File: src/rtl/mem_loader.sv
// mem_loader: boot-time loader that streams a little-endian image into memory.
//
// Byte stream format: 4-byte word count N, then N 4-byte data words, all
// little-endian. Each data word is written to BASE_ADDR + 4*k with a single
// cycle full-word write. busy holds the core in reset until the image is in.
//
// Optional feature (macro MEM_LOADER_CHECKSUM_EN): a modulo-2^32 running sum
// of written words is compared against a 4-byte trailer. A match goes to DONE
// and a mismatch goes to ERROR. Without the macro there is no trailer.
//
// Ports:
//   clk, reset            clock, asynchronous active-high reset
//   in_valid/in_data      byte stream input (handshake with in_ready)
//   in_ready              loader accepts a byte this cycle
//   memory__address       byte address of the write
//   memory__write_data    write word
//   memory__write_enable  byte-lane enables (4'hF during a write, else 0)
//   busy                  load in progress (core held in reset)
//   done / error          sticky terminal status
//   words_written         words committed so far

// One stored byte lane of the word assembler.
module mem_loader_lane #(
  parameter int LANE_W = 8
) (
  input  logic              clk,
  input  logic              reset,
  input  logic              load,
  input  logic [LANE_W-1:0] d,
  output logic [LANE_W-1:0] q
);
  always_ff @(posedge clk or posedge reset) begin
    if (reset)     q <= '0;
    else if (load) q <= d;
  end
endmodule

module mem_loader #(
  parameter logic [31:0] BASE_ADDR = 32'h0000_0000,
  parameter int          MAX_WORDS = 512,
  parameter int          CNT_W     = 16
) (
  input  logic             clk,
  input  logic             reset,
  input  logic             in_valid,
  input  logic [7:0]       in_data,
  output logic             in_ready,
  output logic [31:0]      memory__address,
  output logic [31:0]      memory__write_data,
  output logic [3:0]       memory__write_enable,
  output logic             busy,
  output logic             done,
  output logic             error,
  output logic [CNT_W-1:0] words_written
);

  localparam int NUM_LANES = 4;
  localparam int LANE_W    = 8;

`ifdef MEM_LOADER_CHECKSUM_EN
  typedef enum logic [2:0] {
    S_HEADER, S_COLLECT, S_WRITE, S_CHECK, S_DONE, S_ERROR
  } state_t;
`else
  typedef enum logic [2:0] {
    S_HEADER, S_COLLECT, S_WRITE, S_DONE, S_ERROR
  } state_t;
`endif

  state_t state_q, state_d;

  logic [1:0]                          byte_idx;
  logic [NUM_LANES-2:0][LANE_W-1:0]    lane_q;
  logic [31:0]                         word_in;
  logic [31:0]                         hdr_n;
  logic [31:0]                         addr_q;
  logic [31:0]                         data_q;
  logic [CNT_W-1:0]                    ww_q;
  logic                                xfer;
  logic                                byte4;
  logic                                last_word;
`ifdef MEM_LOADER_CHECKSUM_EN
  logic [31:0]                         sum_q;
`endif

  // The top byte is never stored: the 4th byte completes the word on the
  // handshake edge straight from in_data.
  genvar g;
  generate
    for (g = 0; g < NUM_LANES - 1; g++) begin : g_lane
      mem_loader_lane #(.LANE_W(LANE_W)) u_lane (
        .clk   (clk),
        .reset (reset),
        .load  (xfer && (byte_idx == 2'(g))),
        .d     (in_data),
        .q     (lane_q[g])
      );
    end
  endgenerate

  assign word_in   = {in_data, lane_q[2], lane_q[1], lane_q[0]};
  assign xfer      = in_valid && in_ready;
  // Used only in states where in_ready=1; kept free of in_ready so the
  // next-state logic does not loop through its own output.
  assign byte4     = in_valid && (byte_idx == 2'd3);
  assign last_word = (32'(ww_q) + 32'd1) == hdr_n;

  always_ff @(posedge clk or posedge reset) begin
    if (reset) state_q <= S_HEADER;
    else       state_q <= state_d;
  end

  always_comb begin
    state_d              = state_q;
    in_ready             = 1'b0;
    busy                 = 1'b1;
    done                 = 1'b0;
    error                = 1'b0;
    memory__write_enable = 4'h0;
    case (state_q)
      S_HEADER: begin
        in_ready = 1'b1;
        if (byte4) begin
          if (word_in == 32'd0)
`ifdef MEM_LOADER_CHECKSUM_EN
            state_d = S_CHECK;
`else
            state_d = S_DONE;
`endif
          else if (word_in > 32'(MAX_WORDS)) state_d = S_ERROR;
          else                               state_d = S_COLLECT;
        end
      end
      S_COLLECT: begin
        in_ready = 1'b1;
        if (byte4) state_d = S_WRITE;
      end
      S_WRITE: begin
        memory__write_enable = 4'hF;
        if (last_word)
`ifdef MEM_LOADER_CHECKSUM_EN
          state_d = S_CHECK;
`else
          state_d = S_DONE;
`endif
        else
          state_d = S_COLLECT;
      end
`ifdef MEM_LOADER_CHECKSUM_EN
      S_CHECK: begin
        in_ready = 1'b1;
        if (byte4) state_d = (word_in == sum_q) ? S_DONE : S_ERROR;
      end
`endif
      S_DONE: begin
        busy = 1'b0;
        done = 1'b1;
      end
      S_ERROR: begin
        error = 1'b1;
      end
      default: state_d = S_HEADER;
    endcase
  end

  // Datapath: address/data are latched on the completing byte so the write
  // cycle presents them from flops; they hold afterwards.
  always_ff @(posedge clk or posedge reset) begin
    if (reset) begin
      byte_idx <= 2'd0;
      hdr_n    <= 32'd0;
      addr_q   <= BASE_ADDR;
      data_q   <= 32'd0;
      ww_q     <= '0;
`ifdef MEM_LOADER_CHECKSUM_EN
      sum_q    <= 32'd0;
`endif
    end else begin
      if (xfer) byte_idx <= byte_idx + 2'd1;
      if (xfer && byte_idx == 2'd3 && state_q == S_HEADER) hdr_n <= word_in;
      if (xfer && byte_idx == 2'd3 && state_q == S_COLLECT) begin
        addr_q <= BASE_ADDR + (32'(ww_q) << 2);
        data_q <= word_in;
      end
      if (state_q == S_WRITE) begin
        ww_q  <= ww_q + 1'b1;
`ifdef MEM_LOADER_CHECKSUM_EN
        sum_q <= sum_q + data_q;
`endif
      end
    end
  end

  assign memory__address    = addr_q;
  assign memory__write_data = data_q;
  assign words_written      = ww_q;

endmodule

File: config.mk
export PLATFORM = sky130hd
export DESIGN_NAME = mem_loader
export DESIGN_NICKNAME = d
export VERILOG_FILES = /design/src/rtl/mem_loader.sv
export SDC_FILE = /design/constraint.sdc
export NUM_CORES = 1
export LEC_CHECK = 0
export ABC_CLOCK_PERIOD_IN_PS = 3800
export CORE_MARGIN = 1
export CORE_UTILIZATION = 48
export CTS_CLUSTER_DIAMETER = 150
export DETAILED_ROUTE_END_ITERATION = 6
export PLACE_DENSITY = 0.87
export SYNTH_ARGS = -nofsm -noshare
export SYNTH_HDL_FRONTEND = slang
export SYNTH_SLANG_ARGS = --single-unit
export TNS_END_PERCENT = 30
File: constraint.sdc
create_clock -name clk -period 3.8 [get_ports clk]
set_input_delay 0.38 -clock clk [delete_from_list [all_inputs] [get_ports clk]]
set_output_delay 0.38 -clock clk [all_outputs]
set_load 0.01 [all_outputs]
==> metrics.md <==
| Metric | Value |
|---|---|
| Status | finished with violations |
| Failing checks | design-rule violations |
| Main synth FF type | dfrtp_1 |
| Seq cells post-synth | 125 |
| Final hold viol count | 0 |
| Setup Viol. Count Final | 0 |
| Worst setup SP type | flop |
| Total power | 4.431 mW |
| Flip-flop and latch area | 3128 um2 |
| Hold Slack | 0.4394 ns |
| Critical Setup Path Class | reg2out |
| Fin crit share | 0.6833 |
| Initial antenna violation count | 0 |
| Synthesized area | 5699 um2 |
| Cts hold-fix bufs | 0 |
| Area of the multi-input gates | 2370 um2 |
| Drt wl/cell | 19.05 um |
| H-tree levels | 4 |
| Post-CTS Setup Inserts | 0 |
| Chip height | 111.0 um |
| CTS buffer count | 17 |
| Sequential area share after synthesis | 0.5488 |
| Min Tclk post-route | 2.597 ns |
| Mapped Cells | 444 |
| Critical Path End Type | primary output |
| Post-synth top area share | 0.5488 |
| Post-CTS sizing | 0 |
| Setup_tns | 0 ns |
| Cell Rows | 39 |
| Cell taking the most area after synthesis | dfrtp_1 |
| Worst VDD drop | 0.0003874 V |
| Drc violations | 15 |
| Ports | 99 |
| Yosys warning count | 0 |
| First-pass GRT wire length | 21.49 mm |
| CORE AREA | 11520 um2 |
| Area Overhead vs Synth | 26.74% |
| Slew headroom | 0.5346 |
| Yosys cell types | 46 |
| Antenna viol nets, final | 0 |
| Global placer's final weighted congestion | 0.8948 |
| Fmax | 385.1 MHz |
| Final #Nets | 543 |
| Max FO, Critical Path | 11 |
| Ys async rst share | 1.000 |
| CTS root buffer | clkbuf_16 |
| ANT cells | 0 |
| I/O Buffers | 82 |
| Critical path arrival | 2.22 ns |
| LEAKAGE | 3.276 nW |
| Pre-antenna DRT Iters | 6 |
| Post-DR vias/cell | 5.544 |
| Fillers | 819 |
| Worst Skew | 0.01074 ns |
| Clock sink count | 125 |
| Number of global-route vias before repair | 4080 |
| Worst Tran Pin Value | 0.6981 ns |
| MaxCap Viol Count | 0 |
| Synth area leaders | dfrtp_1 55%, mux2_2 21%, xnor2_1 3.5%, buf_4 2.5%, xor2_1 1.8% |
| WL final | 12.99 mm |
| DIE WIDTH | 111.0 um |
| Grt total ovfl | 0 |
| Place WS | 1.405 ns |
| Crit path required time | 3.42 ns |
| PwrDens | 613.4 nW/um2 |
| Clock latency on the worst-skew pair | 0.42 ns |
| Post-synth EDFFs | 0 |
| Post-DP HPWL | 8.636 mm |
| Unrepaired setup endpoints after global routing | no |
| Hold crit path type | in2async |
| Die ar. | 12310 um2 |
| PnR worst setup slack | 1.203 ns |
| All-Layer GR Usage | 0.2284 |
| Pin count of the biggest net entering global routing | 72 |
| Fin. max-slew vios | 0 |
| CTS clk-pin slew, worst paths | 0.06 ns |
| Initial Utilization | 0.4949 |
| Fraction of layout cells with a size suffix above 1 | 0.2783 |
| Average size of a mapped cell | 12.84 um2 |
| Initial DRC count | 215 |
| Max Root-Sink Buffers | 2 |
| Routed vias | 3781 |
| CTS tree | done |
==> synth_stat cells, types with 3 or more instances <==
cell and n:
a21oi_1 7, and3_1 4, and4_1 3, buf_1 4, buf_2 9, buf_4 19
clkbuf_1 7, dfrtp_1 125, ha_1 6, inv_1 8, mux2_2 104, nand2_1 20
nand3_1 10, nand4_1 8, nor2_1 18, nor3_1 6, nor3b_1 3, nor4_1 10
o21ai_0 7, or4_1 3, xnor2_1 23, xor2_1 12
==> cell type report <==
class | count | area share
clock buffers | 17 | 0.05889
repair buffers | 87 | 0.1206
clock inverters | 15 | 0.02945
well taps | 143 | 0.02477
inverters | 9 | 0.005197
multi-input cells | 286 | 0.3281
flip-flops and latches | 125 | 0.4331
==> cell families after synthesis <==
logic type,synth area share
fa+ha+maj,0.01317
other cells,0.0006580
buf+inv,0.04632
simple gates,0.1019
compound gates,0.02810
flops,0.5488
mux,0.2072
xor+xnor,0.05379
==> through the flow <==
step	util	area (um2)	cells
global placement	0.5718	6585	650
global route	0.6272	7223	682
CTS	0.6272	7223	682
detailed placement	0.5718	6585	650
floorplan	-	5756	459
finish	0.6272	7223	682
==> cell usage in the layout, fill, tap and decap left out, types with 5 or more instances in the layout <==
cell             instances
mux2_2                 104
clkbuf_16               17
inv_1                    7
a21oi_1                  7
dfrtp_1                125
clkinv_4                 5
nand4_1                  8
xor2_1                  12
clkdlybuf4s50_1         82
conb_1                  16
nor4_1                  10
o21ai_0                  7
ha_1                     6
nand2_1                 20
nand3_1                 10
nor2_1                  18
nor3_1                   6
xnor2_1                 23
==> final timing paths <==
check / depth (start not counted) / end / slack [ns] / startpoint
max: 3 / memory__write_enable[1] / 1.20 / state_q[0]
min in group clk: 2 / memory__address[9] / 0.50 / memory__address[9]
max reg2reg: 5 / state_q[1] / 1.52 / words_written[2]
min reg2reg: 2 / memory__address[9] / 0.50 / memory__address[9]
max in group asynchronous: 3 / hdr_n[11] / 2.55 / reset
min: 2 / memory__write_data[1] / 0.44 / reset
==> report_power, final <==
part / switching, mW / internal [mW] / leakage, nW
Combinational: 0.310 / 0.413 / 1.32
Sequential: 0.331 / 1.64 / 1.65
Clock: 0.631 / 1.11 / 0.306
==> worst max-delay path, stage by stage, from the launching register on <==
cell             delay (ns)
dfrtp_1                0.45
or3b_1                 0.56
clkinv_2               0.22
clkdlybuf4s50_1        0.57
==> state kept, by name (all words and copies together) (netlist names) <==
| signal | count |
|---|---|
| words_written | 16 |
| hdr_n | 32 |
| g_lane.u_lane.q | 24 |
| memory__write_data | 32 |
| memory__address | 16 |
| byte_idx | 2 |
| state_q | 3 |
==> layer usage <==
layer / vias up / part of all wire / GRT usage
li1: 1706 / - / -
met1: 1886 / 0.42 / 0.2789
met2: 161 / 0.50 / 0.3727
met3: 28 / 0.059 / 0.06069
met4: 0 / 0.027 / 0.1187
met5: - / 0 / 0
Power figures use the tool's default switching activity.
